===== src/rtl/rv32i_timer_if.sv =====
`default_nettype none
// ============================================================================
//  Module      : rv32i_timer_if
//  Description : Data-port bus bundle between the RV32I core (master) and the
//                machine timer (slave).
//                  address     byte address (core daddress)
//                  write       write strobe
//                  writedata   write data
//                  byteenable  byte lane enables
//                  read        read strobe
//                  readdata    read data, zero unless a read completes
//                  waitrequest stall for a read access
//  Revision    : 1.0  initial release
// ============================================================================
interface rv32i_timer_if;
  logic [31:0] address;
  logic        write;
  logic [31:0] writedata;
  logic [3:0]  byteenable;
  logic        read;
  logic [31:0] readdata;
  logic        waitrequest;

  modport master (
    output address, write, writedata, byteenable, read,
    input  readdata, waitrequest
  );

  modport slave (
    input  address, write, writedata, byteenable, read,
    output readdata, waitrequest
  );
endinterface
`default_nettype wire


===== src/rtl/rv32i_timer.sv =====
`default_nettype none
// ============================================================================
//  Module      : rv32i_timer
//  Description : Memory-mapped 64-bit machine timer (mtime / mtimecmp) with a
//                programmable prescaler and a level interrupt to the core.
//  Ports       : clk      system clock
//                reset_n  asynchronous active-low reset
//                bus      data-port slave (address, write, writedata,
//                         byteenable, read, readdata, waitrequest)
//                irq      timer interrupt, registered
//  Register map (word offset = address[4:2]):
//                0 MTIME_LO   1 MTIME_HI   2 MTIMECMP_LO   3 MTIMECMP_HI
//                4 CTRL  (bit0 CNT_EN, bit1 IRQ_EN, bits15:8 PRESCALE)
//                5..7 read as zero, writes ignored
//  Revision    : 1.0  initial release
// ============================================================================
module rv32i_timer #(
  parameter logic [31:0] BASE_ADDR        = 32'hAFFFFFE0,
  parameter logic [7:0]  PRESCALE_DEFAULT = 8'd0
) (
  input  logic         clk,
  input  logic         reset_n,
  rv32i_timer_if.slave bus,
  output logic         irq
);

  localparam logic [2:0] c_off_mtime_lo = 3'd0;
  localparam logic [2:0] c_off_mtime_hi = 3'd1;
  localparam logic [2:0] c_off_cmp_lo   = 3'd2;
  localparam logic [2:0] c_off_cmp_hi   = 3'd3;
  localparam logic [2:0] c_off_ctrl     = 3'd4;

  typedef enum logic [0:0] {
    ST_IDLE = 1'b0,
    ST_DATA = 1'b1
  } rd_state_t;

  // --------------------------------------------------------------------------
  // Registers
  // --------------------------------------------------------------------------
  logic [63:0] r_mtime;
  logic [63:0] r_mtimecmp;
  logic        r_cnt_en;
  logic        r_irq_en;
  logic [7:0]  r_prescale;
  logic [7:0]  r_pcount;
  logic [31:0] r_shadow_hi;
  logic [31:0] r_rdbuf;
  rd_state_t   r_state;
  logic        r_irq;

  // --------------------------------------------------------------------------
  // Decode
  // --------------------------------------------------------------------------
  logic        w_sel;
  logic [2:0]  w_off;
  logic        w_wr;
  logic        w_wr_mtime_lo;
  logic        w_wr_mtime_hi;
  logic        w_wr_cmp_lo;
  logic        w_wr_cmp_hi;
  logic        w_wr_ctrl;
  logic        w_wr_prescale;
  logic        w_rd_start;
  logic        w_tick;
  logic [31:0] w_mask;
  logic [31:0] w_rd_mux;
  logic        w_unused_addr;

  assign w_sel = (bus.address[31:5] == BASE_ADDR[31:5]);
  assign w_off = bus.address[4:2];
  assign w_wr  = bus.write & w_sel;

  assign w_wr_mtime_lo = w_wr & (w_off == c_off_mtime_lo);
  assign w_wr_mtime_hi = w_wr & (w_off == c_off_mtime_hi);
  assign w_wr_cmp_lo   = w_wr & (w_off == c_off_cmp_lo);
  assign w_wr_cmp_hi   = w_wr & (w_off == c_off_cmp_hi);
  assign w_wr_ctrl     = w_wr & (w_off == c_off_ctrl);
  // Any write that touches the PRESCALE byte restarts the prescaler phase,
  // even if the value written equals the current one.
  assign w_wr_prescale = w_wr_ctrl & bus.byteenable[1];

  // Byte-lane mask: a set byte means that lane takes writedata.
  genvar gi;
  generate
    for (gi = 0; gi < 4; gi++) begin : g_lane
      assign w_mask[gi*8 +: 8] = {8{bus.byteenable[gi]}};
    end
  endgenerate

  // Word-aligned accesses only; the low address bits carry no meaning.
  assign w_unused_addr = &{1'b0, bus.address[1:0]};

  // Prescaler terminal count: one mtime increment per PRESCALE+1 clocks.
  assign w_tick = r_cnt_en & (r_pcount == r_prescale);

  assign w_rd_start = bus.read & w_sel & (r_state == ST_IDLE);

  // Read source selection at capture time. MTIME_HI returns the shadow so
  // that a LO-then-HI pair always forms one coherent 64-bit sample.
  always_comb begin
    w_rd_mux = 32'd0;
    case (w_off)
      c_off_mtime_lo: w_rd_mux = r_mtime[31:0];
      c_off_mtime_hi: w_rd_mux = r_shadow_hi;
      c_off_cmp_lo:   w_rd_mux = r_mtimecmp[31:0];
      c_off_cmp_hi:   w_rd_mux = r_mtimecmp[63:32];
      c_off_ctrl:     w_rd_mux = {16'd0, r_prescale, 6'd0, r_irq_en, r_cnt_en};
      default:        w_rd_mux = 32'd0;
    endcase
  end

  // --------------------------------------------------------------------------
  // mtime and prescaler
  // --------------------------------------------------------------------------
  always_ff @(posedge clk or negedge reset_n) begin
    if (!reset_n) begin
      r_mtime  <= 64'd0;
      r_pcount <= 8'd0;
    end else begin
      // A software write to either half wins over the tick for the whole
      // 64-bit value: the other half holds and no carry is generated.
      if (w_wr_mtime_lo || w_wr_mtime_hi) begin
        if (w_wr_mtime_lo)
          r_mtime[31:0]  <= (r_mtime[31:0] & ~w_mask) | (bus.writedata & w_mask);
        if (w_wr_mtime_hi)
          r_mtime[63:32] <= (r_mtime[63:32] & ~w_mask) | (bus.writedata & w_mask);
      end else if (w_tick) begin
        r_mtime <= r_mtime + 64'd1;
      end

      if (w_wr_prescale) begin
        r_pcount <= 8'd0;
      end else if (r_cnt_en) begin
        r_pcount <= w_tick ? 8'd0 : r_pcount + 8'd1;
      end
    end
  end

  // --------------------------------------------------------------------------
  // mtimecmp and CTRL
  // --------------------------------------------------------------------------
  always_ff @(posedge clk or negedge reset_n) begin
    if (!reset_n) begin
      r_mtimecmp <= 64'hFFFF_FFFF_FFFF_FFFF;
      r_cnt_en   <= 1'b1;
      r_irq_en   <= 1'b0;
      r_prescale <= PRESCALE_DEFAULT;
    end else begin
      if (w_wr_cmp_lo)
        r_mtimecmp[31:0]  <= (r_mtimecmp[31:0] & ~w_mask) | (bus.writedata & w_mask);
      if (w_wr_cmp_hi)
        r_mtimecmp[63:32] <= (r_mtimecmp[63:32] & ~w_mask) | (bus.writedata & w_mask);
      if (w_wr_ctrl && bus.byteenable[0]) begin
        r_cnt_en <= bus.writedata[0];
        r_irq_en <= bus.writedata[1];
      end
      if (w_wr_prescale)
        r_prescale <= bus.writedata[15:8];
    end
  end

  // --------------------------------------------------------------------------
  // Read FSM: IDLE captures into the buffer while stalling one cycle, DATA
  // presents the buffer and always falls back to IDLE.
  // --------------------------------------------------------------------------
  always_ff @(posedge clk or negedge reset_n) begin
    if (!reset_n) begin
      r_state     <= ST_IDLE;
      r_rdbuf     <= 32'd0;
      r_shadow_hi <= 32'd0;
    end else begin
      case (r_state)
        ST_IDLE: begin
          if (w_rd_start) begin
            r_rdbuf <= w_rd_mux;
            if (w_off == c_off_mtime_lo)
              r_shadow_hi <= r_mtime[63:32];
            r_state <= ST_DATA;
          end
        end
        ST_DATA: begin
          r_state <= ST_IDLE;
        end
        default: begin
          r_state <= ST_IDLE;
        end
      endcase
    end
  end

  // --------------------------------------------------------------------------
  // Interrupt: compare on current register values, one clock of latency.
  // --------------------------------------------------------------------------
  always_ff @(posedge clk or negedge reset_n) begin
    if (!reset_n) begin
      r_irq <= 1'b0;
    end else begin
      r_irq <= r_irq_en & (r_mtime >= r_mtimecmp);
    end
  end

  // --------------------------------------------------------------------------
  // Outputs
  // --------------------------------------------------------------------------
  // Gating with reset_n makes the stall drop the instant reset is asserted,
  // even while the core still holds read.
  assign bus.waitrequest = reset_n & w_rd_start;
  assign bus.readdata    = (r_state == ST_DATA && bus.read && w_sel) ? r_rdbuf : 32'd0;
  assign irq             = r_irq;

endmodule
`default_nettype wire


===== src/flat_wrapper.sv =====
// flat-port wrapper written by rule: the top's interface ports become plain ports
module rv32i_timer_flat 
#(
  parameter logic [31:0] BASE_ADDR        = 32'hAFFFFFE0,
  parameter logic [7:0]  PRESCALE_DEFAULT = 8'd0
)
  (clk, reset_n, irq, bus_address, bus_write, bus_writedata, bus_byteenable, bus_read, bus_readdata, bus_waitrequest);
  rv32i_timer_if bus_i ();
  input  logic clk;
  input  logic reset_n;
  output logic irq;
  input wire logic [$bits(bus_i.address)-1:0] bus_address;
  input wire logic [$bits(bus_i.write)-1:0] bus_write;
  input wire logic [$bits(bus_i.writedata)-1:0] bus_writedata;
  input wire logic [$bits(bus_i.byteenable)-1:0] bus_byteenable;
  input wire logic [$bits(bus_i.read)-1:0] bus_read;
  output wire logic [$bits(bus_i.readdata)-1:0] bus_readdata;
  output wire logic [$bits(bus_i.waitrequest)-1:0] bus_waitrequest;
  assign bus_i.address = bus_address;
  assign bus_i.write = bus_write;
  assign bus_i.writedata = bus_writedata;
  assign bus_i.byteenable = bus_byteenable;
  assign bus_i.read = bus_read;
  assign bus_readdata = bus_i.readdata;
  assign bus_waitrequest = bus_i.waitrequest;
  rv32i_timer #(.BASE_ADDR(BASE_ADDR), .PRESCALE_DEFAULT(PRESCALE_DEFAULT)) u_core (.clk(clk), .reset_n(reset_n), .bus(bus_i), .irq(irq));
endmodule

===== config.mk =====
export PLATFORM = sky130hd
export DESIGN_NAME = rv32i_timer_flat
export DESIGN_NICKNAME = d
export VERILOG_FILES = /design/src/rtl/rv32i_timer_if.sv /design/src/rtl/rv32i_timer.sv /design/src/flat_wrapper.sv
export SDC_FILE = /design/constraint.sdc
export NUM_CORES = 1
export LEC_CHECK = 0
export CAP_MARGIN = 20
export CORE_UTILIZATION = 54
export CTS_CLUSTER_DIAMETER = 150
export DETAILED_ROUTE_END_ITERATION = 8
export PLACE_DENSITY = 0.87
export SKIP_CTS_REPAIR_TIMING = 1
export SLEW_MARGIN = 15
export SYNTH_ARGS = -nofsm -noshare
export SYNTH_HDL_FRONTEND = slang
export SYNTH_SLANG_ARGS = --single-unit

===== constraint.sdc =====
create_clock -name clk -period 2.8 [get_ports clk]
set_clock_uncertainty 0.1 [all_clocks]
set_input_delay 0.28 -clock clk [delete_from_list [all_inputs] [get_ports clk]]
set_output_delay 0.28 -clock clk [all_outputs]
set_load 0.02 [all_outputs]

## Word level (Yosys, flattened, before mapping)

Cells that the tools add are included.

| storage, ports and cells | value |
|---|---|
| bits in registers | 212 |
| bits in latches | 0 |
| memory bits (writable) | 0 |
| memory bits (read-only) | 0 |
| input port bits | 72 |
| output and inout bits | 34 |
| word-level logic and storage cells | 68 |
| memories | 0 |

| operators by class | value |
|---|---|
| $add $sub $neg | 2 |
| multiply operators | 0 |
| div/mod/pow operators | 0 |
| $lt $le $gt $ge | 1 |
| equality and inequality tests | 8 |
| shift operators | 0 |
| mux-type cells | 11 |
| bitwise logic cells | 23 |
| reductions and logical operators | 11 |

Operators by type and width:

| operator | number |
|---|---|
| AND 32 bit | 5 |
| one-hot mux 32 bit (5 select lines) | 1 |
| two-way mux 64 bit | 2 |
| bitwise OR 32 bit | 4 |
| two-way mux 32 bit | 3 |
| adder 64 x 1 -> 64 bit (second input constant) | 1 |
| >= comparator 64 bit | 1 |
| NOT 32 bit | 1 |
| equality test 27 bit (second input constant) | 1 |
| two-way mux 8 bit | 3 |
| AND 1 bit | 12 |
| adder 8 x 1 -> 8 bit (second input constant) | 1 |
| equality test 8 bit | 1 |
| equality test 3 x 2 -> 1 bit (second input constant) | 2 |
| AND reduction 2 bit | 3 |
| != test 2 x 1 -> 1 bit (second input constant) | 2 |
| nonzero test 2 bit | 2 |
| equality test 3 x 1 -> 1 bit (second input constant) | 1 |
| equality test 3 bit (second input constant) | 1 |
| logical AND 1 bit | 3 |
| logical NOT 3 bit | 1 |
| AND reduction 3 bit | 1 |
| one-hot mux 1 bit (2 select lines) | 1 |
| logical OR 1 bit | 1 |
| other kinds (2) | 2 |

## Logic depth before layout (Yosys ltp)

| depth | value |
|---|---|
| word-level depth | 6 |
| depth in mapped cells | 10 |
| gate-level depth less buffers | 8 |

## Worst setup path before layout

No wires, ideal clock.

| timing | value |
|---|---|
| path type | reg2reg |
| start | register with a tool-made name |
| end | register with a tool-made name |
| library setup time | 0.126 ns |
| arrival | 2.362 ns |
| data required time | 2.574 ns |
| slack | 0.212 ns |
| cell stages (with the launch flop) | 9 |
| buffers on the path | 2 |
| period minus slack after synthesis | 2.588 ns |
| cells stage by stage | dfrtp_1 > buf_2 > nand3_4 > or4_1 > buf_2 > nor4_4 > or3b_1 > mux2i_1 > a221o_1 |

==> flow_summary.toml <==
[outcome]
status = "completed"

[logic_synthesis]
avgSynthCellArea_um2 = 9.24
syn-cell-area_um2 = 13000
ys_top_cells_by_area = "dfrtp_1 (28%), dfstp_2 (13%), ha_1 (6.4%), mux2_2 (4.8%), o21ai_0 (4.7%)"
synth_cell_types = 78
synth_fp_nets = 1541
synth_edf_count = 0
yosysTopAreaCellShare_pct = 28.4
ys_seq_elements = 212
async_reset_ff_share_pct = 100
synth_seq_area_share_pct = 41.6
synth_top_area_cell = "dfrtp_1"
netlist_instances = 1403
yosysWarnings = 0
synth_flop_cell = "dfrtp_1"

[power]
switchingPower_mw = 1.53
power.clock.fraction_pct = 48.4
leakage_nw = 7.94
intPower_mw = 5.13
seq_power_share_pct = 46.1
ir_drop_uv = 506
p_comb_share_pct = 5.4
power_density_nw_per_um2 = 410
swShare_pct = 23.0

[place]
place_ws_ns = -0.148
gp_congestion = 1.01
io_buffer_count = 103
hpwl_um = 31400

[detailed_routing]
first_pass_iters = 6
num_vias = 12648
drtIter0Drc = 1543
drc = 0
wl_um = 43200
ant_nets = 0
vias_per_cell = 6.54
wl_per_cell_um = 22.4

[timing]
slew_viol_final = 0
setup_viol = 0
maxSlewHeadroom_pct = 36.6
setup_ws_ns = 0.136
finalHoldViolations = 0
tightest_slew_ns = 0.951
rsz0062_at_grt = "no"
timing.final.crit_share_pct = 95.1
min_period_ns = 2.66
fmax_mhz = 375

[min_path]
hp-class = "input port to asynchronous set/reset pin"

[global_route]
grt_pass1_wl_um = 67000
gr-total-overflow = 0
grt_pass1_vias = 12182
antenna_found_initial = 1
track_usage_pct = 35.7
grt_max_degree = 158

[setup_path]
crit_required_ns = 3.08
arrival_ns = 2.94
cp_slowest_cell = "a221oi_1"
critPathMaxFanout = 5
cp_slowest_stage_delay_ns = 0.48
worstReg2RegStart = "u_core.r_prescale[1]$_DFFE_PN0P_"
critical_path_class = "flip-flop to flip-flop"
cp-end-kind = "flip-flop"
cp_cell_sequence = "xor2_1 > nor4_1 > and3_1 > a22o_1 > o21ai_1 > a221oi_1"
worstRegToRegCells = 6
start_kind = "flip-flop"
r2r_slack_ns = 0.14

[run]
maxCapViolations = 0

[cts]
clk_latency_ns = 0.53
cts_root_buf = "clkbuf_16"
htreeDepth = 1
cts.sinks = 212
path_clk_slew_ns = 0.06
cts.path.max_buffers = 3
cts_buffers = 24
cts_tree = "built"

[floorplanning]
dieArea_um2 = 24600
initial_core_util_pct = 55.2
ios = 106
coreArea_um2 = 23500
die_h_um = 157
rows = 56
die_w_um = 157

[cells_and_area]
layout.nets = 1734
antenna_cells = 0
finish.utilization_pct = 69.2
area_growth_pct = 25.3
drive_gt1_share_pct = 21.0
fillCellCount = 1797
==> layout by cell type (no fill, tap or decap), drive strengths merged, types with 17 or more instances in the layout <==
master	count
and3	31
nor3	31
clkdlybuf4s50	69
a221oi	30
nand2	155
a22o	27
dfstp	65
dlymetal6s2s	33
clkbuf	36
nand3	53
ha	66
o21ai	128
dfrtp	147
nand4	46
a21oi	70
mux2	55
and2	39
nor4	21
inv	87
o22ai	17
buf	148
nor2	53
==> power groups by stage <==
stage                     Sequential (mW)  Clock [mW]  Combinational, mW
final                                3.07        3.23              0.363
after global routing                 3.07        3.37              0.385
after CTS                            3.07        3.24              0.359
after detailed placement             3.12           0              0.357
after global placement               3.12           0              0.354
after floorplan                      3.12           0             0.0889
==> cell usage after synthesis, types with 5 or more instances <==
| cell type | number |
|---|---|
| xor2_1 | 10 |
| dfstp_2 | 65 |
| a22oi_1 | 12 |
| nand3_1 | 51 |
| nand4_1 | 46 |
| inv_1 | 87 |
| or4_1 | 8 |
| and2_1 | 37 |
| buf_2 | 13 |
| a221oi_1 | 30 |
| and4_1 | 13 |
| nor2_1 | 53 |
| a21oi_1 | 70 |
| and3_1 | 30 |
| nor4_1 | 19 |
| mux2i_1 | 8 |
| or3_1 | 9 |
| ha_1 | 66 |
| nand3b_1 | 7 |
| buf_1 | 7 |
| nand2_1 | 155 |
| dfrtp_1 | 147 |
| o41ai_1 | 7 |
| o211ai_1 | 11 |
| o32ai_1 | 8 |
| o21ai_1 | 5 |
| o21ai_0 | 123 |
| a21o_1 | 10 |
| a31oi_1 | 7 |
| a22o_1 | 27 |
| mux4_2 | 9 |
| a211oi_1 | 10 |
| nor3_1 | 31 |
| mux2_2 | 55 |
| clkbuf_1 | 64 |
| o22ai_1 | 16 |
==> metal layers <==
layer  global-route usage [%]  vias up  wire (um)
met2                     56.2      754      19800
met4                     16.0        4       1850
met3                     7.32      153       4500
li1                         -     5608          -
met5                        0        -         31
met1                     47.5     6129      17100
==> logic make-up after synthesis <==
logic type,Yosys count,synth area share (%)
flip-flops,212,41.6
XOR/XNOR,11,0.743
AND/OR/NAND/NOR,488,19.8
multiplexers,73,7.16
AO/OA/AOI/OAI,381,19.2
buffers and inverters,172,5.14
adder cells (fa/ha/maj),66,6.37
==> worst max path at each step <==
| stage | start | endpoint | slack (ns) | cells past startpoint |
|---|---|---|---|---|
| detailed placement | bus_address[31] | bus_readdata[11] | -0.15 | 8 |
| finish | u_core.r_prescale[1]$_DFFE_PN0P_ | flip-flop | 0.14 | 6 |
| CTS | bus_address[31] | bus_readdata[11] | -0.17 | 8 |
| global placement | bus_address[31] | flip-flop | -0.11 | 8 |
| global route | u_core.r_prescale[1]$_DFFE_PN0P_ | flip-flop | 0.07 | 6 |
| floorplan | flip-flop | flip-flop | 0.21 | 8 |
==> worst max-delay path: cells and delay by family (launching register included) <==
family                    cells  cell delay, ns
AOI/OAI and AO/OA             3            1.04
xor gates and xnor gates      1            0.18
DFF                           1            0.43
and+or+nand+nor               2            0.76
==> stage by stage <==
stage,TNS (ns),power (mW),instance area [um2],hold slack (ns),cells
floorplan,0,3.21,13000,-0.116,1403
global placement,-3.97,3.48,15300,0.0336,1888
detailed placement,-5.37,3.48,15300,0.0364,1888
CTS,-4.47,6.67,16100,-0.519,1932
global route,0,6.83,16200,0.0727,1933
finish,0,6.66,16200,0.0556,1933
==> final cells by class <==
cell class | instances | area (um2) | share of cell area, %
flip-flops and latches | 212 | 5390 | 33.2
clock buffers | 35 | 733 | 4.52
clock inverters | 9 | 77.6 | 0.478
inverters | 87 | 327 | 2.01
well taps | 319 | 399 | 2.46
repair buffers | 252 | 2390 | 14.7
multi-input cells | 1019 | 6930 | 42.7
(Power assumes the default switching activity.)
